### config.mk
export PLATFORM = sky130hd
export DESIGN_NAME = data_sync_rx
export DESIGN_NICKNAME = d
export VERILOG_FILES = /design/src/rtl/data_sync_rx.sv
export SDC_FILE = /design/constraint.sdc
export NUM_CORES = 1
export LEC_CHECK = 0
export CELL_PAD_IN_SITES_DETAIL_PLACEMENT = 1
export CELL_PAD_IN_SITES_GLOBAL_PLACEMENT = 2
export CORE_ASPECT_RATIO = 1.5
export CORE_MARGIN = 10
export CORE_UTILIZATION = 28
export CTS_CLUSTER_DIAMETER = 120
export DETAILED_ROUTE_END_ITERATION = 8
export PLACE_DENSITY_LB_ADDON = 0.1
export SYNTH_ARGS = -nofsm -noshare
export SYNTH_HDL_FRONTEND = slang
export SYNTH_SLANG_ARGS = --single-unit
### constraint.sdc
create_clock -name CLK -period 1.6 [get_ports CLK]
set_clock_uncertainty 0.05 [all_clocks]
set_input_delay 0.32 -clock CLK [delete_from_list [all_inputs] [get_ports CLK]]
set_output_delay 0.32 -clock CLK [all_outputs]
set_load 0.005 [all_outputs]
### src/rtl/data_sync_rx.sv
// Destination-side receiver for a 4-phase REQ/ACK multi-bit clock-domain crossing.
// Optional even-parity check on the captured bus is enabled by defining DATA_SYNC_RX_PARITY_EN.
module data_sync_rx #(
    parameter int NUM_STAGES = 2,
    parameter int BUS_WIDTH  = 8
) (
    input  logic                 CLK,
    input  logic                 RST,
    input  logic [BUS_WIDTH-1:0] UNSYNC_BUS,
    input  logic                 BUS_REQ,
`ifdef DATA_SYNC_RX_PARITY_EN
    input  logic                 UNSYNC_PAR,
    output logic                 PAR_ERR,
`endif
    output logic [BUS_WIDTH-1:0] SYNC_BUS,
    output logic                 ENABLE_PULSE,
    output logic                 BUS_ACK,
    output logic [7:0]           XFER_CNT
);

    typedef enum logic {
        IDLE  = 1'b0,
        ACKED = 1'b1
    } state_t;

    logic [NUM_STAGES-1:0] r_syncChain;
    logic                  r_reqD;
    logic                  w_reqS;
    logic                  w_rise;

    state_t                r_state;
    state_t                w_nextState;
    logic                  w_capture;

    logic [BUS_WIDTH-1:0]  r_syncBus;
    logic                  r_enablePulse;
    logic                  r_busAck;
    logic [7:0]            r_xferCnt;

    // Only the request level crosses through the flop chain; the bus is sampled
    // once the registered handshake says it is stable.
    always_ff @(posedge CLK or negedge RST) begin
        if (!RST) begin
            r_syncChain <= '0;
            r_reqD      <= 1'b0;
        end else begin
            r_syncChain <= {r_syncChain[NUM_STAGES-2:0], BUS_REQ};
            r_reqD      <= w_reqS;
        end
    end

    assign w_reqS = r_syncChain[NUM_STAGES-1];
    assign w_rise = w_reqS & ~r_reqD;

    always_ff @(posedge CLK or negedge RST) begin
        if (!RST) begin
            r_state  <= IDLE;
            r_busAck <= 1'b0;
        end else begin
            r_state  <= w_nextState;
            r_busAck <= (w_nextState == ACKED);
        end
    end

    always_comb begin
        w_nextState = r_state;
        w_capture   = 1'b0;
        case (r_state)
            IDLE: begin
                if (w_rise) begin
                    w_capture   = 1'b1;
                    w_nextState = ACKED;
                end
            end
            ACKED: begin
                if (!w_reqS) begin
                    w_nextState = IDLE;
                end
            end
            default: begin
                w_nextState = IDLE;
            end
        endcase
    end

    always_ff @(posedge CLK or negedge RST) begin
        if (!RST) begin
            r_syncBus     <= '0;
            r_enablePulse <= 1'b0;
            r_xferCnt     <= 8'd0;
        end else begin
            r_enablePulse <= w_capture;
            if (w_capture) begin
                r_syncBus <= UNSYNC_BUS;
                r_xferCnt <= r_xferCnt + 8'd1;
            end
        end
    end

`ifdef DATA_SYNC_RX_PARITY_EN
    logic r_parErr;

    // A parity error still loads the bus and counts; it is only flagged.
    always_ff @(posedge CLK or negedge RST) begin
        if (!RST) begin
            r_parErr <= 1'b0;
        end else if (w_capture) begin
            r_parErr <= (^UNSYNC_BUS) ^ UNSYNC_PAR;
        end
    end

    assign PAR_ERR = r_parErr;
`endif

    assign SYNC_BUS     = r_syncBus;
    assign ENABLE_PULSE = r_enablePulse;
    assign BUS_ACK      = r_busAck;
    assign XFER_CNT     = r_xferCnt;

endmodule
==> results by group <==
Status
  • Status: complete, no violations

Pwr
  • Total internal power: 1.140 mW
  • Static leakage: 0.5471 nW
  • Combinational Power Share: 0.312
  • Reg power frac: 0.467
  • Sw Share: 0.2592
  • Max VDD drop: 0.0007940 V
  • Clock share of power: 0.222
  • Cell Pwr Density: 1250 nW/µm²
  • Psw: 399.0 µW

Routing
  • DR iter-0 viols: 3
  • Via density: 4.323
  • Drt wl/cell: 14.59 µm
  • Routed WL: 1.853 mm
  • Vias: 549
  • Drt drc: 0
  • Pre-antenna DRT Iters: 2
  • ANT nets after route: 0

STA
  • Final period util: 0.9660
  • Final setup violation count: 0
  • RSZ-0062 raised after global routing: no
  • Fmax: 647.0 MHz
  • Worst Tran Pin Value: 277.3 ps
  • Final worst slack: 54.42 ps
  • Fin. max-slew vios: 0
  • Final TNS setup: 0 ps
  • Post-route minimum period: 1546 ps
  • Worst slew margin: 0.8151
  • Final hold vios: 0

Setup path
  • Critical path peak fanout: 4
  • Cells along the critical path: clkdlybuf4s50_1
  • Max incr delay on CP: 530 ps
  • CP Class: register to output port
  • Worst endpoint required time: 1230 ps
  • Bufs and invs on worst path: 1
  • Crit path capture type: output port
  • CP delay by family, top: buffers and inverters
  • Slowest CP cell: clkdlybuf4s50_1
  • Worst Path Arrival: 1180 ps
  • Worst setup SP type: register

Synthesis
  • Top cell type's share of synthesized area: 0.6635
  • Top-count cell post-synth: dfrtp_1
  • Avg Synthesized Cell Area: 15.53 µm²
  • Synth unique cells: 13
  • Post-synth EDFFs: 0
  • Post-synthesis sequential area ratio: 0.6635
  • FFs w/ async S/R, synth: 1.000
  • Synth area leaders: dfrtp_1 (66%), mux2_2 (13%), xnor2_1 (6.6%)
  • Main synth FF type: dfrtp_1
  • Commonest cells post-synth: dfrtp_1 (21), mux2_2 (9), xnor2_1 (6), nand2_1 (3), nand4_1 (3)
  • Syn nets: 63
  • Largest area contributor in the netlist: dfrtp_1
  • #FFs+latches synth: 21
  • Mapped cell area: 792.0 µm²
  • Synth Instances: 51
  • Synth warn: 0

Job
  • Max-cap viol count: 0

Global route
  • Initial antenna violation count: 0
  • GRT overflow: 0
  • Vias in the first global route: 621
  • First-pass GRT wire length: 3.118 mm
  • All-Layer GR Usage: 0.07112
  • Largest net degree at the start of global routing: 22

Clock network
  • Num Clock Sinks: 21
  • Clock root cell: clkbuf_8
  • CTS tree: done
  • CTS clk-pin slew, worst paths: 70 ps
  • CTS HTree Levels: 1
  • Clock Latency Late Sink: 250 ps
  • Clk buf depth: 2
  • Total CTS buffers: 3
  • CTS Hold Bufs: 0

Die
  • Boundary Pins: 29
  • Die area: 5400 µm²
  • Starting Density: 0.2928
  • Core Box Area: 2705 µm²
  • # rows: 23
  • Die width: 63.43 µm
  • Die height: 85.14 µm

Place
  • DP HPWL: 1.374 mm
  • Worst slack at placement: 282.4 ps
  • Input/output buffers: 28
  • GPL Wtd Cong: 0.6790
  • Dpl cell area: 1135 µm²

Cells and area
  • Layout cell share with drive strength beyond 1: 0.2556
  • N_diodes: 0
  • Layout Area Growth over Synthesis: 55.45%
  • Fillers: 308
  • Util after Layout: 0.4551
  • Net count, final: 103
  • Final instance area: 1231 µm²

Worst hold path
  • Hold WC Path Type: register to register
final cells by class:
cell class / instances / area [µm²] / share of cell area
repair buffers: 36 / 357.8 / 0.2907
flip-flops and latches: 21 / 525.5 / 0.4268
clock buffers: 3 / 41.29 / 0.03354
multi-input cells: 28 / 251.5 / 0.2043
inverters: 1 / 3.754 / 0.003049
well taps: 37 / 46.29 / 0.03760
clock inverters: 1 / 5.005 / 0.004065
flip-flops by register name, indices dropped and copies added, names as in the netlist:
signal        cells
r_reqD            1
XFER_CNT          8
BUS_ACK           1
r_syncChain       2
SYNC_BUS          8
ENABLE_PULSE      1
cell families after synthesis:
group	count (synthesis)	share of synthesized area
AO/OA/AOI/OAI	1	0.009482
multiplexers	9	0.1280
flip-flops	21	0.6635
AND/OR/NAND/NOR	10	0.08689
XOR/XNOR	7	0.07741
buffers and inverters	2	0.01895
adder cells (fa/ha/maj)	1	0.01580
layout by cell type, fill, tap and decap left out, drive strengths merged:
| cell | n |
|---|---|
| clkdlybuf4s50 | 26 |
| dfrtp | 21 |
| mux2 | 9 |
| buf | 8 |
| xnor2 | 6 |
| nand4 | 3 |
| nand2 | 3 |
| clkbuf | 3 |
| and3 | 3 |
| dlymetal6s2s | 2 |
| inv | 1 |
| a21boi | 1 |
| nor3b | 1 |
| xor2 | 1 |
| ha | 1 |
| clkinv | 1 |
layer usage:
| metal | GRT usage | routed length [µm] | vias to the layer above |
|---|---|---|---|
| met5 | 0 | 0 | - |
| met4 | 0.02395 | 0 | 0 |
| met3 | 0.04737 | 216 | 0 |
| met2 | 0.1101 | 884 | 21 |
| met1 | 0.07621 | 752 | 275 |
| li1 | - | - | 253 |
worst paths after layout:
check	start	endpoint	slack, ps	cells after the start
min in group asynchronous	RST	XFER_CNT[3]$_DFFE_PN0P_	360	2
setup / recovery	XFER_CNT[2]$_DFFE_PN0P_	XFER_CNT[2]	50	1
hold reg to reg	r_syncChain[0]$_DFF_PN0_	r_syncChain[1]$_DFF_PN0_	310	0
setup reg to reg	BUS_ACK$_DFF_PN0_	SYNC_BUS[3]$_DFFE_PN0P_	170	4
max in group asynchronous	RST	XFER_CNT[4]$_DFFE_PN0P_	920	2
hold / removal	r_syncChain[0]$_DFF_PN0_	r_syncChain[1]$_DFF_PN0_	310	0
power by group through the flow:
| stage | logic (mW) | registers, mW | clock network (mW) |
|---|---|---|---|
| global placement | 0.418 | 0.737 | 0 |
| floorplan | 0.133 | 0.735 | 0 |
| CTS | 0.426 | 0.734 | 0.362 |
| detailed placement | 0.424 | 0.743 | 0 |
| global route | 0.531 | 0.735 | 0.379 |
| finish | 0.480 | 0.718 | 0.341 |
stage by stage:
stage,hold slack [ps],power (mW),std cells
global placement,292.1,1.155,117
global route,322.9,1.645,127
finish,308.3,1.539,127
CTS,316.1,1.523,121
floorplan,-25.59,0.8681,51
detailed placement,288.6,1.167,117
what timing repair did:
action / CTS / global route
endpoints found under the setup margin: 0 / 6
setup buffers: 0 / 6
gates resized for setup: 0 / 2
Note: power is estimated with default switching activity, not from simulation.
